===== config.mk =====
export PLATFORM = sky130hd
export DESIGN_NAME = mem_access_ctrl
export DESIGN_NICKNAME = d
export VERILOG_FILES = /design/src/rtl/mem_access_ctrl.sv
export SDC_FILE = /design/constraint.sdc
export NUM_CORES = 1
export LEC_CHECK = 0
export BUFFER_PORTS_ARGS = -buffer_cell sky130_fd_sc_hd__buf_2
export CORE_MARGIN = 5
export CORE_UTILIZATION = 56
export CTS_BUF_LIST = sky130_fd_sc_hd__clkbuf_8 sky130_fd_sc_hd__clkbuf_16
export DETAILED_ROUTE_END_ITERATION = 12
export PLACE_DENSITY = 0.95
export SLEW_MARGIN = 20
export SYNTH_ARGS = -nofsm -noshare
export SYNTH_HDL_FRONTEND = slang
export SYNTH_SLANG_ARGS = --single-unit

===== constraint.sdc =====
create_clock -name clk -period 5.25 [get_ports clk]
set_input_delay 0.525 -clock clk [delete_from_list [all_inputs] [get_ports clk]]
set_output_delay 0.525 -clock clk [all_outputs]
set_load 0.05 [all_outputs]

===== src/rtl/mem_access_ctrl.sv =====
// rtl/mem_access_ctrl.sv - multicycle load/store sequencer with read-modify-write for sub-word stores
// Optional misalignment trap: define MISALIGN_TRAP_EN.
module mem_access_ctrl #(
  parameter int ADDR_W  = 32,
  parameter int MEM_LAT = 1
) (
  input  logic              clk,
  input  logic              reset_n,
  input  logic              start,
  input  logic [2:0]        op,
  input  logic [ADDR_W-1:0] addr,
  input  logic [31:0]       st_data,
  output logic              busy,
  output logic              done,
  output logic [31:0]       load_data,
  output logic              err,
  output logic [ADDR_W-1:0] mem_addr,
  output logic              mem_rd,
  output logic              mem_wr,
  output logic [31:0]       mem_wdata,
  input  logic [31:0]       mem_rdata
);

  localparam logic [2:0] OP_SB = 3'b000;
  localparam logic [2:0] OP_SW = 3'b001;
  localparam logic [2:0] OP_SH = 3'b010;
  localparam logic [2:0] OP_LB = 3'b011;
  localparam logic [2:0] OP_LW = 3'b100;
  localparam logic [2:0] OP_LH = 3'b101;

  typedef enum logic [2:0] {
    S_IDLE,
    S_RD,
    S_WAIT,
    S_WR,
    S_DONE
  } state_t;

  state_t            state_q, state_d;
  logic [2:0]        op_q, op_d;
  logic [ADDR_W-1:0] addr_q, addr_d;
  logic [31:0]       data_q, data_d;
  logic [31:0]       rd_q, rd_d;
  logic [1:0]        cnt_q, cnt_d;
  logic [31:0]       load_data_q, load_data_d;
`ifdef MISALIGN_TRAP_EN
  logic              trap_q, trap_d;
`endif

  // Big-endian lanes: byte k lives at [31-8k -: 8], halfword h at [31-16h -: 16].
  function automatic logic [7:0] get_byte(input logic [31:0] w, input logic [1:0] k);
    logic [7:0] b;
    case (k)
      2'd0:    b = w[31:24];
      2'd1:    b = w[23:16];
      2'd2:    b = w[15:8];
      default: b = w[7:0];
    endcase
    return b;
  endfunction

  function automatic logic [31:0] put_byte(input logic [31:0] w, input logic [1:0] k,
                                           input logic [7:0] b);
    logic [31:0] r;
    r = w;
    case (k)
      2'd0:    r[31:24] = b;
      2'd1:    r[23:16] = b;
      2'd2:    r[15:8]  = b;
      default: r[7:0]   = b;
    endcase
    return r;
  endfunction

  function automatic logic [31:0] put_half(input logic [31:0] w, input logic h,
                                           input logic [15:0] v);
    return h ? {w[31:16], v} : {v, w[15:0]};
  endfunction

  function automatic logic [31:0] extract(input logic [31:0] w, input logic [2:0] o,
                                          input logic [1:0] a);
    logic [31:0] r;
    case (o)
      OP_LB:   r = {24'b0, get_byte(w, a)};
      OP_LH:   r = {16'b0, (a[1] ? w[15:0] : w[31:16])};
      default: r = w;
    endcase
    return r;
  endfunction

  logic cmd_is_load;
  logic cmd_is_sub;
  logic q_is_load;

  always_comb begin
    cmd_is_load = (op == OP_LB) || (op == OP_LH) || (op == OP_LW);
    cmd_is_sub  = (op == OP_SB) || (op == OP_SH);
    q_is_load   = (op_q == OP_LB) || (op_q == OP_LH) || (op_q == OP_LW);
  end

  always_comb begin
    state_d     = state_q;
    op_d        = op_q;
    addr_d      = addr_q;
    data_d      = data_q;
    rd_d        = rd_q;
    cnt_d       = cnt_q;
    load_data_d = load_data_q;
`ifdef MISALIGN_TRAP_EN
    trap_d      = trap_q;
`endif

    case (state_q)
      S_IDLE: begin
        if (start) begin
          op_d   = op;
          addr_d = addr;
          data_d = st_data;
`ifdef MISALIGN_TRAP_EN
          trap_d = 1'b0;
`endif
          if (cmd_is_load || cmd_is_sub) begin
            state_d = S_RD;
          end else if (op == OP_SW) begin
            state_d = S_WR;
          end else begin
            state_d = S_DONE;
          end
`ifdef MISALIGN_TRAP_EN
          if ((((op == OP_LW) || (op == OP_SW)) && (addr[1:0] != 2'b00)) ||
              (((op == OP_LH) || (op == OP_SH)) && addr[0])) begin
            trap_d  = 1'b1;
            state_d = S_DONE;
          end
`endif
        end
      end
      S_RD: begin
        cnt_d   = 2'(MEM_LAT - 1);
        state_d = S_WAIT;
      end
      S_WAIT: begin
        if (cnt_q == 2'd0) begin
          rd_d = mem_rdata;
          if (q_is_load) begin
            load_data_d = extract(mem_rdata, op_q, addr_q[1:0]);
            state_d     = S_DONE;
          end else begin
            state_d = S_WR;
          end
        end else begin
          cnt_d = cnt_q - 2'd1;
        end
      end
      S_WR: begin
        state_d = S_DONE;
      end
      S_DONE: begin
        state_d = S_IDLE;
      end
      default: begin
        state_d = S_IDLE;
      end
    endcase
  end

  always_ff @(posedge clk or negedge reset_n) begin
    if (!reset_n) begin
      state_q     <= S_IDLE;
      op_q        <= 3'b0;
      addr_q      <= '0;
      data_q      <= 32'b0;
      rd_q        <= 32'b0;
      cnt_q       <= 2'b0;
      load_data_q <= 32'b0;
`ifdef MISALIGN_TRAP_EN
      trap_q      <= 1'b0;
`endif
    end else begin
      state_q     <= state_d;
      op_q        <= op_d;
      addr_q      <= addr_d;
      data_q      <= data_d;
      rd_q        <= rd_d;
      cnt_q       <= cnt_d;
      load_data_q <= load_data_d;
`ifdef MISALIGN_TRAP_EN
      trap_q      <= trap_d;
`endif
    end
  end

  always_comb begin
    busy      = (state_q != S_IDLE);
    done      = (state_q == S_DONE);
    mem_rd    = (state_q == S_RD);
    mem_wr    = (state_q == S_WR);
    mem_addr  = {addr_q[ADDR_W-1:2], 2'b00};
    load_data = load_data_q;
    mem_wdata = 32'b0;
    if (state_q == S_WR) begin
      case (op_q)
        OP_SB:   mem_wdata = put_byte(rd_q, addr_q[1:0], data_q[7:0]);
        OP_SH:   mem_wdata = put_half(rd_q, addr_q[1], data_q[15:0]);
        default: mem_wdata = data_q;
      endcase
    end
  end

`ifdef MISALIGN_TRAP_EN
  assign err = (state_q == S_DONE) && trap_q;
`else
  assign err = 1'b0;
`endif

endmodule


Yosys cells after proc, flatten, opt, wreduce, memory -nomap -nowiden --
Index checks and enable logic that the tools add are counted.
Operators by class: add/sub/neg operators 1, equal/unequal tests 18, muxes and demuxes 18, reductions and logical operators 19
Operators with widths (number):
- $pmux W32 S2 | 2
- $mux W32 | 2
- $mux W8 | 4
- $pmux W8 S3 | 1
- $eq A3 B2 Y1 const B | 6
- $mux W16 | 1
- $eq A3 B3 Y1 const B | 5
- $mux W3 | 5
- $pmux W3 S4 | 1
- $logic_not A3 Y1 | 3
- $reduce_and A2 Y1 | 4
- $eq A3 B1 Y1 const B | 2
- $logic_or A1 B1 Y1 | 6
- $ne A2 B2 Y1 const B | 3
- $logic_not A2 Y1 | 2
- $pmux W2 S2 | 1
- $reduce_and A3 Y1 | 1
- $reduce_bool A3 Y1 | 1
- $reduce_or A3 Y1 | 1
- $eq A2 B1 Y1 const B | 1
- $eq A2 B2 Y1 const B | 1
- $mux W2 | 1
- $reduce_bool A2 Y1 | 1
- $sub A2 B1 Y2 const B | 1
Word-level totals: flip-flop bits (word level) 136, input port bits 102

Longest topological paths before layout --
depth after elaboration 7, depth in mapped cells 8

Worst setup path before layout --
Ideal clock, no wire load.
kind register to output, start point register addr_q[1], end point output mem_wdata[20], arrival 2307 ps, slack 2418 ps, stages on the path, launching flop included 6, path buffers 2, cells stage by stage dfrtp_1 buf_2 or2_2 buf_6 mux2i_1 a211oi_1
On the way: cells in the longest elaborated chain, start to end 4
RTL lines:
- start, declared | line 41 | logic [ADDR_W-1:0] addr_q, addr_d;
- start signal, assigned | line 182 | addr_q <= addr_d;
- $eq A2 B1 Y1 | line 66 | case (k)
- $mux W8 | line 66
- $pmux W32 S2 (*) | line 202 | case (op_q)
- $mux W32 (*) | line 201 | if (state_q == S_WR) begin
- end, declared | line 20 | output logic [31:0] mem_wdata,
Mark *: on every way between the ends. The rest lies on a longest branch, timed or not.

Worst setup path after layout --
start point register op_q[2], end point output mem_wdata[14]
On the way: cells in the longest elaborated chain, start to end 3
RTL lines:
- start, declared | line 40 | logic [2:0] op_q, op_d;
- start signal, assigned | line 181 | op_q <= op_d;
- $eq A3 B2 Y1 or $logic_not A3 Y1 (tied branches) | line 202
- $pmux W32 S2 (*) | line 202
- $mux W32 (*) | line 201
Marked as above.

==> impl_metrics.ini <==
[synthesis]
yosys.area.top_type = dfrtp_1
yosysSeqAreaShare_pct = 50.4
yosysMostFrequentCell = dfrtp_1
synth.ff_latch_count = 136
yosys_warnings = 0
ys_top_cells_by_area = dfrtp_1, mux2_2, buf_4
yosys_most_used_dff = dfrtp_1
ys_async_sr_fraction_pct = 100
synth_area_um2 = 6750
synthCells = 569
avgSynthCellArea_um2 = 11.9
synth_cell_types = 53
synth-edff-count = 0
ys_top_cells_by_count = dfrtp_1, mux2_2, nor2_1, a21oi_1, buf_4
synth_top_area_share_pct = 50.4

[route]
vias = 5324
via_per_inst = 6.05
ant_nets = 0
avgRoutedWirePerCell_um = 20.6
drc = 0
drt-total-wl_um = 18200
first_iter_violations = 464
dr.pass1.iters = 9

[placement]
dp.cells = 848
dp_slack_ns = 2.19
dpl.hpwl_um = 12900
gp_congestion = 0.904
portBuffers = 199

[layout]
nFillCells = 857
stdcell_count = 880
drive_above_1_share_pct = 47.9
diodes = 0
area.growth.synth_to_final_pct = 21.0
nets = 823

[run]
max_cap_viol_count = 0

[clock_tree]
clk_path_buf_depth = 2
cts-root-buf = clkbuf_16
numCtsBuffers = 17
cts_tree = done
cts_setup_buffers = 0
clkLatencyLatePin_ns = 0.43
htree_num_levels = 4
clk_pin_slew_worst_paths_ns = 0.06
cts.sinks = 136
postCtsHoldBufs = 0
cts_resized = 0

[power_and_ir_drop]
p_per_area_nw_per_um2 = 765
peakVddDrop_uv = 365
leakagePower_nw = 3.83

[hold_path]
min-delay-path-class = in2async

[global_route]
grt_usage_pct = 25.7
grt_pass1_wl_um = 28400
grt_pass1_vias = 5312
globalRouteOverflowTotal = 0
grt_max_degree = 77
antenna_found_initial = 0

[die]
pin_count = 203
die_y_um = 120
start_util_pct = 56.7
core_area_um2 = 11900
row_count = 40
die_w_um = 120
die_area_um2 = 14400

[worst_setup_path]
crit_buf_inv = 2
slowest_stage = nor2_2
start_kind = flop
cp.required_ns = 4.72
rr_worst_depth = 4
end_kind = output pin
slowest_delay_ns = 0.71
cp_top_family = simple AND/OR/NAND/NOR gates
worstPathArrival_ns = 3.09
critical_path_class = reg2out
cp_max_fo = 21
path_cells = nor2_2 > buf_4 > and3_1 > a222oi_1 > nor2_1 > buf_2
worst-path-stages = 6

[timing]
worstMarginPinSlew_ns = 1.09
max_freq_mhz = 277
skew_ns = 0.0207
max-slew-margin-rel_pct = 27.0
min_period_over_period_pct = 68.8
rsz0062_at_grt = false
finalSetupViolCount = 0
fin_ws_ns = 1.64
setup_tns_ns = 0
fin_crit_ns = 3.61
hold_violations = 0
final_max_slew_viol_count = 0

[outcome]
outcome = finished, final reports clean
## state kept, by name, indices dropped and copies added (netlist names)
signal	count
cnt_q	2
addr_q	32
state_q	3
load_data	32
data_q	32
rd_q	32
op_q	3
## routing by layer
| layer | GRT usage [%] | up-vias | wire, µm | share of wire (%) |
|---|---|---|---|---|
| li1 | - | 2358 | - | - |
| met1 | 32.1 | 2566 | 7120 | 39 |
| met3 | 7.21 | 58 | 1690 | 9.3 |
| met4 | 11.3 | 0 | 600 | 3.3 |
| met5 | 0 | - | 0 | 0 |
| met2 | 41.8 | 342 | 8760 | 48 |
## cell families after synthesis
group                    Yosys count  synth area share (%)
multiplexers                     119                  20.2
AO/OA/AOI/OAI                    125                  13.4
other                              1                0.0555
AND/OR/NAND/NOR                  105                  8.19
buffers and inverters             81                  7.47
adder cells (fa/ha/maj)            1                 0.185
XOR/XNOR                           1                 0.130
flip-flops                       136                  50.4
## final cells by class
class / instances / area [µm²] / area share, %
inverter: 8 / 30.0 / 0.367
tap: 147 / 184 / 2.25
multi-input combinational: 354 / 2860 / 35.0
timing repair buffer: 203 / 1030 / 12.6
sequential: 136 / 3400 / 41.6
clock inverter: 8 / 139 / 1.70
clock buffer: 24 / 522 / 6.38
## through the flow
stage          power [mW]  area (µm²)  utilization, %  hold WS, ns
2_1_floorplan        4.43        6760               -        0.229
3_3_place_gp         4.83        7500            63.0        0.483
3_5_place_dp         4.92        7500            63.0        0.490
4_1_cts              6.25        8160            68.5        0.150
5_1_grt              6.56        8170            68.6        0.177
6_report             6.25        8170            68.6        0.115
## placed cells by master (no fill, tap or decap), types with 8 or more instances in the layout
cell       count
dfrtp_1      136
mux2i_1        9
nand3_1        8
a21oi_1       40
a211oi_1      15
nand2b_1       9
nor2_1        41
buf_2        198
clkbuf_16     17
nand2_1       17
inv_1          9
mux2_2       101
a22oi_1       10
a222oi_1      13
a22o_1        17
## final timing paths
path / start / endpoint / slack (ns)
max: op_q[2] / mem_wdata[14] / 1.64
min: reset_n / addr_q[11] / 0.11
max reg2reg: op_q[1] / load_data[5] / 2.63
min reg2reg: addr_q[18] / addr_q[18] / 0.50
max in group asynchronous: reset_n / data_q[14] / 3.85
min in group clk: addr[2] / addr_q[2] / 0.32
## power by group
group | total, mW | switching, mW | internal (mW)
sequential | 1.99 | 0.431 | 1.55
clock | 1.31 | 0.432 | 0.880
combinational | 2.95 | 1.90 | 1.06
## worst reg2reg max path: cells and delay by family (launching register included)
family             cells  cell delay, ns
AOI/OAI and AO/OA      3            0.76
DFF                    1            0.72
and+or+nand+nor        1            0.98
Power figures use the tool's default switching activity.
